**config.mk**
```make
export PLATFORM = sky130hd
export DESIGN_NAME = text_console_ctrl_flat
export DESIGN_NICKNAME = d
export VERILOG_FILES = /design/src/rtl/console_pkg.sv /design/src/rtl/text_console_ctrl_if.sv /design/src/rtl/cell_sweep.sv /design/src/rtl/mod_n_counter.sv /design/src/rtl/text_console_ctrl.sv /design/src/flat_wrapper.sv
export SDC_FILE = /design/constraint.sdc
export NUM_CORES = 1
export LEC_CHECK = 0
export ABC_AREA = 1
export BUFFER_PORTS_ARGS = -buffer_cell sky130_fd_sc_hd__buf_2
export CAP_MARGIN = 20
export CORE_MARGIN = 1.5
export CORE_UTILIZATION = 30
export CTS_BUF_LIST = sky130_fd_sc_hd__clkbuf_4 sky130_fd_sc_hd__clkbuf_8
export CTS_CLUSTER_DIAMETER = 30
export DETAILED_ROUTE_END_ITERATION = 10
export SLEW_MARGIN = 25
export SYNTH_ARGS = -nofsm -noshare
export SYNTH_HDL_FRONTEND = slang
export SYNTH_SLANG_ARGS = --single-unit
```
**constraint.sdc**
```tcl
create_clock -name clk_25 -period 4.7 [get_ports clk_25]
set_input_delay 0.235 -clock clk_25 [delete_from_list [all_inputs] [get_ports clk_25]]
set_output_delay 0.235 -clock clk_25 [all_outputs]
set_load 0.005 [all_outputs]
```
**src/rtl/console_pkg.sv**
```systemverilog
`default_nettype none
// ============================================================================
// Module      : console_pkg
// Description : Shared geometry, control codes and state encoding for the
//               character-cell console controller.
// Revision    : 1.0 - initial release
// ============================================================================
package console_pkg;

    localparam int COLS   = 106;
    localparam int ROWS   = 60;
    localparam int CELLS  = COLS * ROWS;
    localparam int ADDR_W = 13;

    typedef logic [ADDR_W-1:0] addr_t;
    typedef logic [6:0]        col_t;
    typedef logic [5:0]        row_t;

    localparam logic [7:0] CHR_BS = 8'h08;
    localparam logic [7:0] CHR_LF = 8'h0A;
    localparam logic [7:0] CHR_CR = 8'h0D;
    localparam logic [7:0] CHR_FF = 8'h0C;
    localparam logic [7:0] CHR_SP = 8'h20;

    localparam logic [1:0] ST_IDLE    = 2'd0;
    localparam logic [1:0] ST_LINECLR = 2'd1;
    localparam logic [1:0] ST_SCRCLR  = 2'd2;

    localparam col_t  COL_LAST = col_t'(COLS - 1);
    localparam row_t  ROW_LAST = row_t'(ROWS - 1);
    localparam addr_t COLS_A   = addr_t'(COLS);
    localparam addr_t CELLS_A  = addr_t'(CELLS);

    function automatic addr_t cell_addr(input row_t row, input col_t col);
        return addr_t'(row) * COLS_A + addr_t'(col);
    endfunction

endpackage
`default_nettype wire

```
**src/rtl/text_console_ctrl_if.sv**
```systemverilog
`default_nettype none
// ============================================================================
// Module      : text_console_ctrl_if
// Description : Byte-stream input and character-buffer write port bundle.
// Revision    : 1.0 - initial release
// ============================================================================
interface text_console_ctrl_if
    import console_pkg::*;
();
    logic       in_valid;
    logic [7:0] in_data;
    logic       in_ready;
    logic       buf_we;
    addr_t      buf_addr;
    logic [7:0] buf_data;
    col_t       cursor_col;
    row_t       cursor_row;
    logic       busy;

    modport master (
        output in_valid, in_data,
        input  in_ready, buf_we, buf_addr, buf_data, cursor_col, cursor_row, busy
    );

    modport slave (
        input  in_valid, in_data,
        output in_ready, buf_we, buf_addr, buf_data, cursor_col, cursor_row, busy
    );
endinterface
`default_nettype wire

```
**src/rtl/cell_sweep.sv**
```systemverilog
`default_nettype none
// ============================================================================
// Module      : cell_sweep
// Description : Emits count_i ascending addresses from start_addr_i, one per
//               cycle, after a start pulse.
// Revision    : 1.0 - initial release
// ============================================================================
module cell_sweep
    import console_pkg::*;
(
    input  logic  clk,
    input  logic  rst,
    input  logic  start_i,
    input  addr_t start_addr_i,
    input  addr_t count_i,
    output addr_t addr_o,
    output logic  active_o,
    output logic  done_o
);
    addr_t base_q;
    addr_t len_q;
    logic  active_q;
    addr_t step_w;
    logic  last_w;

    mod_n_counter #(.WIDTH(ADDR_W)) u_step (
        .clk     (clk),
        .rst     (rst),
        .clr_i   (start_i),
        .en_i    (active_q),
        .n_i     (len_q),
        .count_o (step_w),
        .last_o  (last_w)
    );

    always_ff @(posedge clk or posedge rst) begin
        if (rst) begin
            base_q   <= '0;
            len_q    <= '0;
            active_q <= 1'b0;
        end else if (start_i) begin
            base_q   <= start_addr_i;
            len_q    <= count_i;
            active_q <= 1'b1;
        end else if (active_q && last_w) begin
            active_q <= 1'b0;
        end
    end

    assign addr_o   = base_q + step_w;
    assign active_o = active_q;
    assign done_o   = active_q && last_w;
endmodule
`default_nettype wire

```
**src/rtl/mod_n_counter.sv**
```systemverilog
`default_nettype none
// ============================================================================
// Module      : mod_n_counter
// Description : Enable-gated counter wrapping at a run-time modulus n_i.
// Revision    : 1.0 - initial release
// ============================================================================
module mod_n_counter #(
    parameter int WIDTH = 13
) (
    input  logic             clk,
    input  logic             rst,
    input  logic             clr_i,
    input  logic             en_i,
    input  logic [WIDTH-1:0] n_i,
    output logic [WIDTH-1:0] count_o,
    output logic             last_o
);
    logic [WIDTH-1:0] count_q;

    assign last_o  = (count_q == (n_i - WIDTH'(1)));
    assign count_o = count_q;

    always_ff @(posedge clk or posedge rst) begin
        if (rst) begin
            count_q <= '0;
        end else if (clr_i) begin
            count_q <= '0;
        end else if (en_i) begin
            count_q <= last_o ? '0 : count_q + WIDTH'(1);
        end
    end
endmodule
`default_nettype wire

```
**src/rtl/text_console_ctrl.sv**
```systemverilog
`default_nettype none
// ============================================================================
// Module      : text_console_ctrl
// Description : Byte stream to character-buffer writes with cursor tracking
//               and line clears; TEXT_CONSOLE_CLEAR_EN adds full-screen clear.
// Revision    : 1.0 - initial release
// ============================================================================
module text_console_ctrl
    import console_pkg::*;
(
    input  logic               clk_25,
    input  logic               rst,
    text_console_ctrl_if.slave bus
);
`ifdef TEXT_CONSOLE_CLEAR_EN
    localparam logic [1:0] RST_STATE = ST_SCRCLR;
`else
    localparam logic [1:0] RST_STATE = ST_IDLE;
`endif

    logic [1:0] state_q, state_d;
    logic       ready_q, ready_d;
    logic       busy_q;
    logic       we_q, we_d;
    addr_t      addr_q, addr_d;
    logic [7:0] data_q, data_d;
    col_t       col_q, col_d;
    row_t       row_q, row_d;
    logic       fin_q;
`ifdef TEXT_CONSOLE_CLEAR_EN
    logic       pwr_q;
`endif

    logic  accept_w, is_lf_w, is_cr_w, is_bs_w, is_ff_w, is_print_w, row_adv_w;
    logic  sw_start_w, sw_active_w, sw_done_w;
    addr_t sw_base_w, sw_count_w, sw_addr_w;

    always_comb begin
        accept_w   = ready_q && bus.in_valid;
        is_lf_w    = (bus.in_data == CHR_LF);
        is_cr_w    = (bus.in_data == CHR_CR);
        is_bs_w    = (bus.in_data == CHR_BS);
`ifdef TEXT_CONSOLE_CLEAR_EN
        is_ff_w    = (bus.in_data == CHR_FF);
`else
        is_ff_w    = 1'b0;
`endif
        is_print_w = !(is_lf_w || is_cr_w || is_bs_w || is_ff_w);
        row_adv_w  = is_lf_w || (is_print_w && (col_q == COL_LAST));
    end

    always_ff @(posedge clk_25 or posedge rst) begin
        if (rst) begin
            state_q <= RST_STATE;
            ready_q <= (RST_STATE == ST_IDLE);
            busy_q  <= (RST_STATE != ST_IDLE);
            fin_q   <= 1'b0;
            we_q    <= 1'b0;
            addr_q  <= '0;
            data_q  <= CHR_SP;
            col_q   <= '0;
            row_q   <= '0;
`ifdef TEXT_CONSOLE_CLEAR_EN
            pwr_q   <= 1'b1;
`endif
        end else begin
            state_q <= state_d;
            ready_q <= ready_d;
            busy_q  <= !ready_d;
            fin_q   <= sw_done_w;
            we_q    <= we_d;
            addr_q  <= addr_d;
            data_q  <= data_d;
            col_q   <= col_d;
            row_q   <= row_d;
`ifdef TEXT_CONSOLE_CLEAR_EN
            pwr_q   <= 1'b0;
`endif
        end
    end

    // fin_q marks the cycle after the sweep's last address, so the final
    // clear write is already on the bus when the state leaves the sweep.
    always_comb begin
        state_d = state_q;
        case (state_q)
            ST_IDLE: begin
                if (accept_w) begin
                    if (is_ff_w)        state_d = ST_SCRCLR;
                    else if (row_adv_w) state_d = ST_LINECLR;
                end
            end
            ST_LINECLR: if (fin_q) state_d = ST_IDLE;
`ifdef TEXT_CONSOLE_CLEAR_EN
            ST_SCRCLR:  if (fin_q) state_d = ST_IDLE;
`endif
            default:    state_d = ST_IDLE;
        endcase
    end

    always_comb begin
        col_d      = col_q;
        row_d      = row_q;
        we_d       = 1'b0;
        addr_d     = addr_q;
        data_d     = data_q;
        sw_start_w = 1'b0;
        sw_base_w  = '0;
        sw_count_w = COLS_A;

        if (sw_active_w) begin
            we_d   = 1'b1;
            addr_d = sw_addr_w;
            data_d = CHR_SP;
        end

        if (accept_w) begin
            if (is_print_w) begin
                we_d   = 1'b1;
                addr_d = cell_addr(row_q, col_q);
                data_d = bus.in_data;
            end
            if (is_cr_w || row_adv_w)           col_d = '0;
            else if (is_print_w)                col_d = col_q + 7'd1;
            else if (is_bs_w && col_q != '0)    col_d = col_q - 7'd1;

            if (row_adv_w) begin
                row_d      = (row_q == ROW_LAST) ? '0 : row_q + 6'd1;
                sw_start_w = 1'b1;
                sw_base_w  = cell_addr(row_d, '0);
                sw_count_w = COLS_A;
            end
            if (is_ff_w) begin
                sw_start_w = 1'b1;
                sw_count_w = CELLS_A;
            end
        end

`ifdef TEXT_CONSOLE_CLEAR_EN
        if (pwr_q) begin
            sw_start_w = 1'b1;
            sw_count_w = CELLS_A;
        end
        if (state_q == ST_SCRCLR && fin_q) begin
            col_d = '0;
            row_d = '0;
        end
`endif

        ready_d = (state_d == ST_IDLE);
    end

    cell_sweep u_sweep (
        .clk          (clk_25),
        .rst          (rst),
        .start_i      (sw_start_w),
        .start_addr_i (sw_base_w),
        .count_i      (sw_count_w),
        .addr_o       (sw_addr_w),
        .active_o     (sw_active_w),
        .done_o       (sw_done_w)
    );

    assign bus.in_ready   = ready_q;
    assign bus.busy       = busy_q;
    assign bus.buf_we     = we_q;
    assign bus.buf_addr   = addr_q;
    assign bus.buf_data   = data_q;
    assign bus.cursor_col = col_q;
    assign bus.cursor_row = row_q;
endmodule
`default_nettype wire

```
**src/flat_wrapper.sv**
```systemverilog
// flat-port wrapper written by rule: the top's interface ports become plain ports
module text_console_ctrl_flat import console_pkg::*;
  (clk_25, rst, bus_in_valid, bus_in_data, bus_in_ready, bus_buf_we, bus_buf_addr, bus_buf_data, bus_cursor_col, bus_cursor_row, bus_busy);
  text_console_ctrl_if bus_i ();
  input  logic clk_25;
  input  logic rst;
  input wire logic [$bits(bus_i.in_valid)-1:0] bus_in_valid;
  input wire logic [$bits(bus_i.in_data)-1:0] bus_in_data;
  output wire logic [$bits(bus_i.in_ready)-1:0] bus_in_ready;
  output wire logic [$bits(bus_i.buf_we)-1:0] bus_buf_we;
  output wire logic [$bits(bus_i.buf_addr)-1:0] bus_buf_addr;
  output wire logic [$bits(bus_i.buf_data)-1:0] bus_buf_data;
  output wire logic [$bits(bus_i.cursor_col)-1:0] bus_cursor_col;
  output wire logic [$bits(bus_i.cursor_row)-1:0] bus_cursor_row;
  output wire logic [$bits(bus_i.busy)-1:0] bus_busy;
  assign bus_i.in_valid = bus_in_valid;
  assign bus_i.in_data = bus_in_data;
  assign bus_in_ready = bus_i.in_ready;
  assign bus_buf_we = bus_i.buf_we;
  assign bus_buf_addr = bus_i.buf_addr;
  assign bus_buf_data = bus_i.buf_data;
  assign bus_cursor_col = bus_i.cursor_col;
  assign bus_cursor_row = bus_i.cursor_row;
  assign bus_busy = bus_i.busy;
  text_console_ctrl u_core (.clk_25(clk_25), .rst(rst), .bus(bus_i));
endmodule
```
# Word-level counts from Yosys, hierarchy flattened

Cells that the tools add are included.

Flip-flop bits (word level): 68
Output and inout bits: 37
Word-level logic and storage cells: 73

Add/sub/neg operators: 7
$mul: 2
Eq/ne operators: 8
Muxes and demuxes: 26
Reductions and logical operators: 17

Operators with widths:

| operator                                                              | number |
|---|---|
| 13-bit two-way mux                                                    | 8 |
| 8-bit by 4-bit equality test with 1-bit output, second input constant | 3 |
| 6-bit by 6-bit multiplier with 12-bit output, second input constant   | 2 |
| 8-bit two-way mux                                                     | 3 |
| 7-bit two-way mux                                                     | 3 |
| 13-bit by 1-bit adder with 13-bit output, second input constant       | 1 |
| 13-bit adder                                                          | 1 |
| 13-bit by 7-bit adder with 13-bit output                              | 1 |
| 13-bit equality test                                                  | 1 |
| 7-bit by 1-bit subtractor with 8-bit output, second input constant    | 1 |
| 7-bit by 1-bit adder with 7-bit output, second input constant         | 1 |
| 7-bit equality test, second input constant                            | 1 |
| 1-bit two-way mux                                                     | 7 |
| 7-bit nonzero test                                                    | 1 |
| 7-bit by 1-bit subtractor with 7-bit output, second input constant    | 1 |
| 6-bit by 1-bit adder with 6-bit output, second input constant         | 1 |
| 6-bit equality test, second input constant                            | 1 |
| 2-bit two-way mux                                                     | 3 |
| 6-bit two-way mux                                                     | 1 |
| 1-bit logical AND                                                     | 4 |
| 2-bit logical NOT                                                     | 2 |
| 1-bit logical OR                                                      | 4 |
| 2-bit one-hot mux with 2 select lines                                 | 1 |
| 2-bit AND reduction                                                   | 2 |
| 4 further kinds                                                       | 6 |

# Longest topological paths before layout

Depth after elaboration: 11
Depth in mapped cells: 21
Gate-level depth less buffers: 21

# Modules after synthesis

Synthesis repeated with hierarchy kept, for this count alone.

Cells, all modules: 1001
Area total of the unflattened synthesis: 6996.7 µm²

Modules (own cells, without submodules):

| module            | instances | cells each | area each (µm²) | sequential area each (µm²) |
|---|---|---|---|---|
| text_console_ctrl | 1         | 519        | 3933.8          | 1003.5 |
| cell_sweep        | 1         | 251        | 1729.2          | 675.6 |
| mod_n_counter     | 1         | 231        | 1333.8          | 325.3 |

# Worst setup path before layout

No wires, ideal clock.

Path kind: register to register
Start point: register u_core.row_q[0], in the netlist u_core.bus.cursor_row[0]
End point: register u_core.u_sweep.base_q[12]
Data arrival time: 3617 ps
Slack: 964 ps
Cell stages (with the launch flop): 17
Path buffers: 0
Clock period less this slack: 3736 ps
Cell sequence: dfrtp_1 -> ha_1 -> nand3_1 -> inv_1 -> nor3_1 -> inv_1 -> fa_1 -> fa_1 -> inv_1 -> ha_1 -> nand3_1 -> nand3_1 -> nand4_1 -> nand2_1 -> or2_2 -> a21oi_2 -> nor2_1

Word-level cells in the longest chain between the ends: 5
Elaborated cells on any way between the ends: 6

RTL lines:

| element                                                                       | line                     | source |
|---|---|---|
| from (decl)                                                                   | text_console_ctrl.sv:28  | `row_t row_q, row_d;` |
| from (signal assigned)                                                        | text_console_ctrl.sv:75  | `row_q <= row_d;` |
| 6-bit by 1-bit adder with 6-bit output or 6-bit equality test (tied branches) | text_console_ctrl.sv:128 | `row_d = (row_q == ROW_LAST) ? '0 : row_q + 6'd1;` |
| 6-bit two-way mux *                                                           | text_console_ctrl.sv:128 |  |
| 6-bit by 6-bit multiplier with 12-bit output *                                | console_pkg.sv:35        | `return addr_t'(row) * COLS_A + addr_t'(col);` |
| 13-bit two-way mux *                                                          | text_console_ctrl.sv:127 | `if (row_adv_w) begin` |
| 13-bit two-way mux *                                                          | text_console_ctrl.sv:117 | `if (accept_w) begin` |
| to (signal assigned)                                                          | cell_sweep.sv:42         | `base_q <= start_addr_i;` |
| to (decl)                                                                     | cell_sweep.sv:20         | `addr_t base_q;` |

Every way passes the cells marked *; elsewhere a longest branch is shown, timed or not.
A chain may end at the register's enable or synchronous reset.

# Worst setup path after layout

Start point: register u_core.row_q[2], in the netlist u_core.bus.cursor_row[2]
End point: register u_core.u_sweep.base_q[12]

The elaborated chain is that of the path after synthesis.

==> impl_results.md <==
* All-Layer GR Usage at 0.148
* Die Ht at 144 um
* Launching instance or port of the critical path: u_core.bus.cursor_row[2]
* Worst voltage drop across the vdd grid at 182 uV
* Worst reg-to-reg path cell count at 17
* Simple-gate share of the synthesized area at 0.264
* Final worst path period share at 0.871
* Area growth, synth to finish at 10.8%
* Per-cell routed wire length at 13.1 um
* Setup crit end kind: flop
* Vias in the first global route at 4870
* Reg2reg setup slack at 600 ps
* XOR/XNOR share of the synthesized area at 0.0453
* Adder and majority gate portion of the synthesized area at 0.204
* Clock insertion delay at the later pin of the skew report at 370 ps
* Run status: completed
* # DRC at 0
* Capturing element of the worst setup path: u_core.u_sweep.base_q[12]
* Synth cell types at 51
* Capture instance of the worst register-to-register path: u_core.u_sweep.base_q[12]
* Die Outline Area at 20900 um^2
* Worst endpoint required time at 4960 ps
* Routed vias at 5056
* Clock Sink Count at 67
* Clock tree skew after final layout at 16.5 ps
* Compound-Gate Fraction of Synth Area at 0.111
* Count of flip-flops with a built-in enable after synthesis at 0
* Hold Path Depth at 3
* Global-route wire length before repair at 24200 um
* Number of max-cap violations at 0
* Most frequent standard cell in the layout excluding fill and tap cells: nand2_1
* Initial core utilization at 0.307
* Setup TNS at 0 ps
* Critical path launch point type: flop
* Core region area at 19500 um^2
* Bufs on Longest Clock Path at 2
* Final worst hold slack at 103 ps
* Leakage power of the design at 3.47 nW
* Number of antenna violations at the first check in global routing at 0
* Number of cells produced by synthesis at 789
* Yosys Warn Count at 0
* Layout filler cell count at 2130
* Most instantiated flip-flop cell in the synthesis netlist: dfrtp_1
* Shortest clock period the worst path allows after layout at 4100 ps
* Global placer's final weighted congestion at 0.838
* Antenna viol nets, final at 0
* Post-Synthesis Net Count at 890
* Slew @ Worst Pin at 888 ps
* Synthesized area divided by synthesized cell count at 7.60 um^2
* Unrepaired setup endpoints after global routing: false
* Share of layout cells above drive strength 1 at 0.132
* Max-slew headroom at the worst pin at 0.408
* Site row count at 51
* Aggregate global routing overflow at 0
* Portion of netlist area occupied by mux cells at 0
* Antenna diode count at 0
* Number of hold buffers added after cts at 0
* Critical R2R Launch: u_core.bus.cursor_row[2]
* Inserted Clock Buffers at 9
* Fmax at 0.244 GHz
* Die Width at 144 um
* Power density relative to cell area at 342 nW/um^2
* Total wire length after detailed routing at 14400 um
* Clock transition at path regs at 90 ps
* Max-slew violation total from the final report at 0
* # setup viols final at 0
* Mean number of vias per cell at 4.60
* Largest family of logic cells by synthesized area: simple AND/OR/NAND/NOR gates
* Input/output buffers at 47
* Number of buffers added for setup after CTS at 0
* Count of routing violations after the opening detailed-route iteration at 229
* Max Fanout on Critical Path at 8
* Post-synthesis async set-or-reset flop share at 1.00
* TritonCTS clock tree: yes
* Nets at 930
* Worst min-delay path category: input port to flop
* Worst path arrival time at 4360 ps
* Sequential share of the synthesized area at 0.280
* Register bit count reported by yosys at 67
* Final hold violation count at 0
* Pin count of the biggest net entering global routing at 68
* Class of the most critical setup path: flop to flop
* Top library cells by usage in the layout, fill and taps aside: 181 x nand2_1, 109 x inv_1, 77 x ha_1, 66 x nand3_1, 65 x dfrtp_1
* Num ports at 48
* Post-detail-place hpwl at 11200 um
* Number of gates given a new drive strength after cts at 0
* H-tree Lvls at 3
* Root Driver: clkbuf_8
* Detailed-routing iteration count for the pre-antenna-repair pass at 4
* Netlist area before placement at 6000 um^2
==> final cells by class <==
class                   instances  area, um^2  area share
clock buffers                   9         124      0.0186
clock inverters                 7        83.8      0.0126
inverters                     115         432      0.0650
multi-input cells             588        3750       0.565
flip-flops and latches         67        1680       0.253
well taps                     265         332      0.0499
repair buffers                 48         243      0.0365
==> worst max-delay path: stages, from the launching register on <==
cell and delay, ps:
dfrtp_1 490, inv_1 100, ha_1 200, nand3_1 170, inv_1 60, nor3_1 430, inv_1 190, fa_1 530
fa_1 540, inv_1 40, ha_1 350, nand2_1 110, nand3_1 140, nand4_1 110, nand2_1 60, or2_2 280
a21oi_2 130, nor2_1 50
==> flip-flops by register name (all words and copies together) (netlist names) <==
signal,count
u_core.bus.cursor_row,6
u_core.u_sweep.len_q,1
u_core.state_q,2
u_core.bus.cursor_col,7
u_core.fin_q,1
u_core.u_sweep.active_o,1
u_core.u_sweep.u_step.count_o,13
u_core.bus.buf_we,1
u_core.bus.busy,1
u_core.bus.buf_addr,13
u_core.u_sweep.base_q,12
u_core.bus.buf_data,8
u_core.bus.in_ready,1
==> metal layers <==
metal / share of wire / vias up / global-route usage
met5: 0 / - / 0
met3: 0.045 / 18 / 0.0321
met2: 0.46 / 95 / 0.239
li1: - / 2660 / -
met4: 0.017 / 0 / 0.0436
met1: 0.48 / 2283 / 0.199
==> cells by family after synthesis <==
group | count (synthesis)
XOR/XNOR | 31
AND/OR/NAND/NOR | 353
adder cells (fa/ha/maj) | 90
other | 1
flip-flops | 67
AO/OA/AOI/OAI | 113
buffers and inverters | 134
==> per-stage QoR <==
stage | worst slack, ps | power [mW] | instances | utilization | area (um^2)
2_1_floorplan | 964 | 1.48 | 789 | - | 6000
6_report | 605 | 2.27 | 1099 | 0.340 | 6650
3_3_place_gp | 726 | 1.75 | 1083 | 0.330 | 6440
5_1_grt | 270 | 2.47 | 1099 | 0.340 | 6650
4_1_cts | 580 | 2.28 | 1099 | 0.340 | 6650
3_5_place_dp | 581 | 1.75 | 1083 | 0.330 | 6440
==> power breakdown <==
group          internal [mW]  switching [mW]  total (mW)  leakage, nW
registers              0.691           0.181       0.872        0.844
clock network          0.254           0.274       0.528        0.102
logic                  0.360           0.512       0.872         2.53
total                   1.31           0.967        2.27         3.47
==> worst min path at each step <==
| stage | from | to | slack (ps) |
|---|---|---|---|
| after detailed placement | u_core.bus.buf_data[1] | u_core.bus.buf_data[1] | 480 |
| after CTS | bus_in_data[5] | u_core.bus.buf_data[5] | 90 |
| after global routing | bus_in_data[5] | u_core.bus.buf_data[5] | 120 |
| after floorplan | bus_in_data[5] | u_core.bus.buf_data[5] | 360 |
| final | bus_in_data[5] | u_core.bus.buf_data[5] | 100 |
| after global placement | u_core.u_sweep.base_q[3] | u_core.u_sweep.base_q[3] | 470 |
==> synthesized netlist by cell type, drive strengths merged (2+ instances only) <==
master / number / area (um^2)
nor2: 62 / 255
dfrtp: 65 / 1630
buf: 15 / 119
ha: 77 / 963
o21bai: 4 / 30.0
o211ai: 3 / 27.5
nand2: 188 / 738
xor2: 23 / 201
a21o: 4 / 30.0
a21oi: 40 / 211
nor3: 6 / 40.0
dfstp: 2 / 52.6
nand3: 69 / 375
inv: 114 / 428
fa: 13 / 260
o21ai: 54 / 312
a31oi: 4 / 25.0
or2: 8 / 50.1
nand4: 14 / 87.6
xnor2: 8 / 70.1
and2: 2 / 12.5
clkbuf: 4 / 16.3
Power figures use the tool's default switching activity.
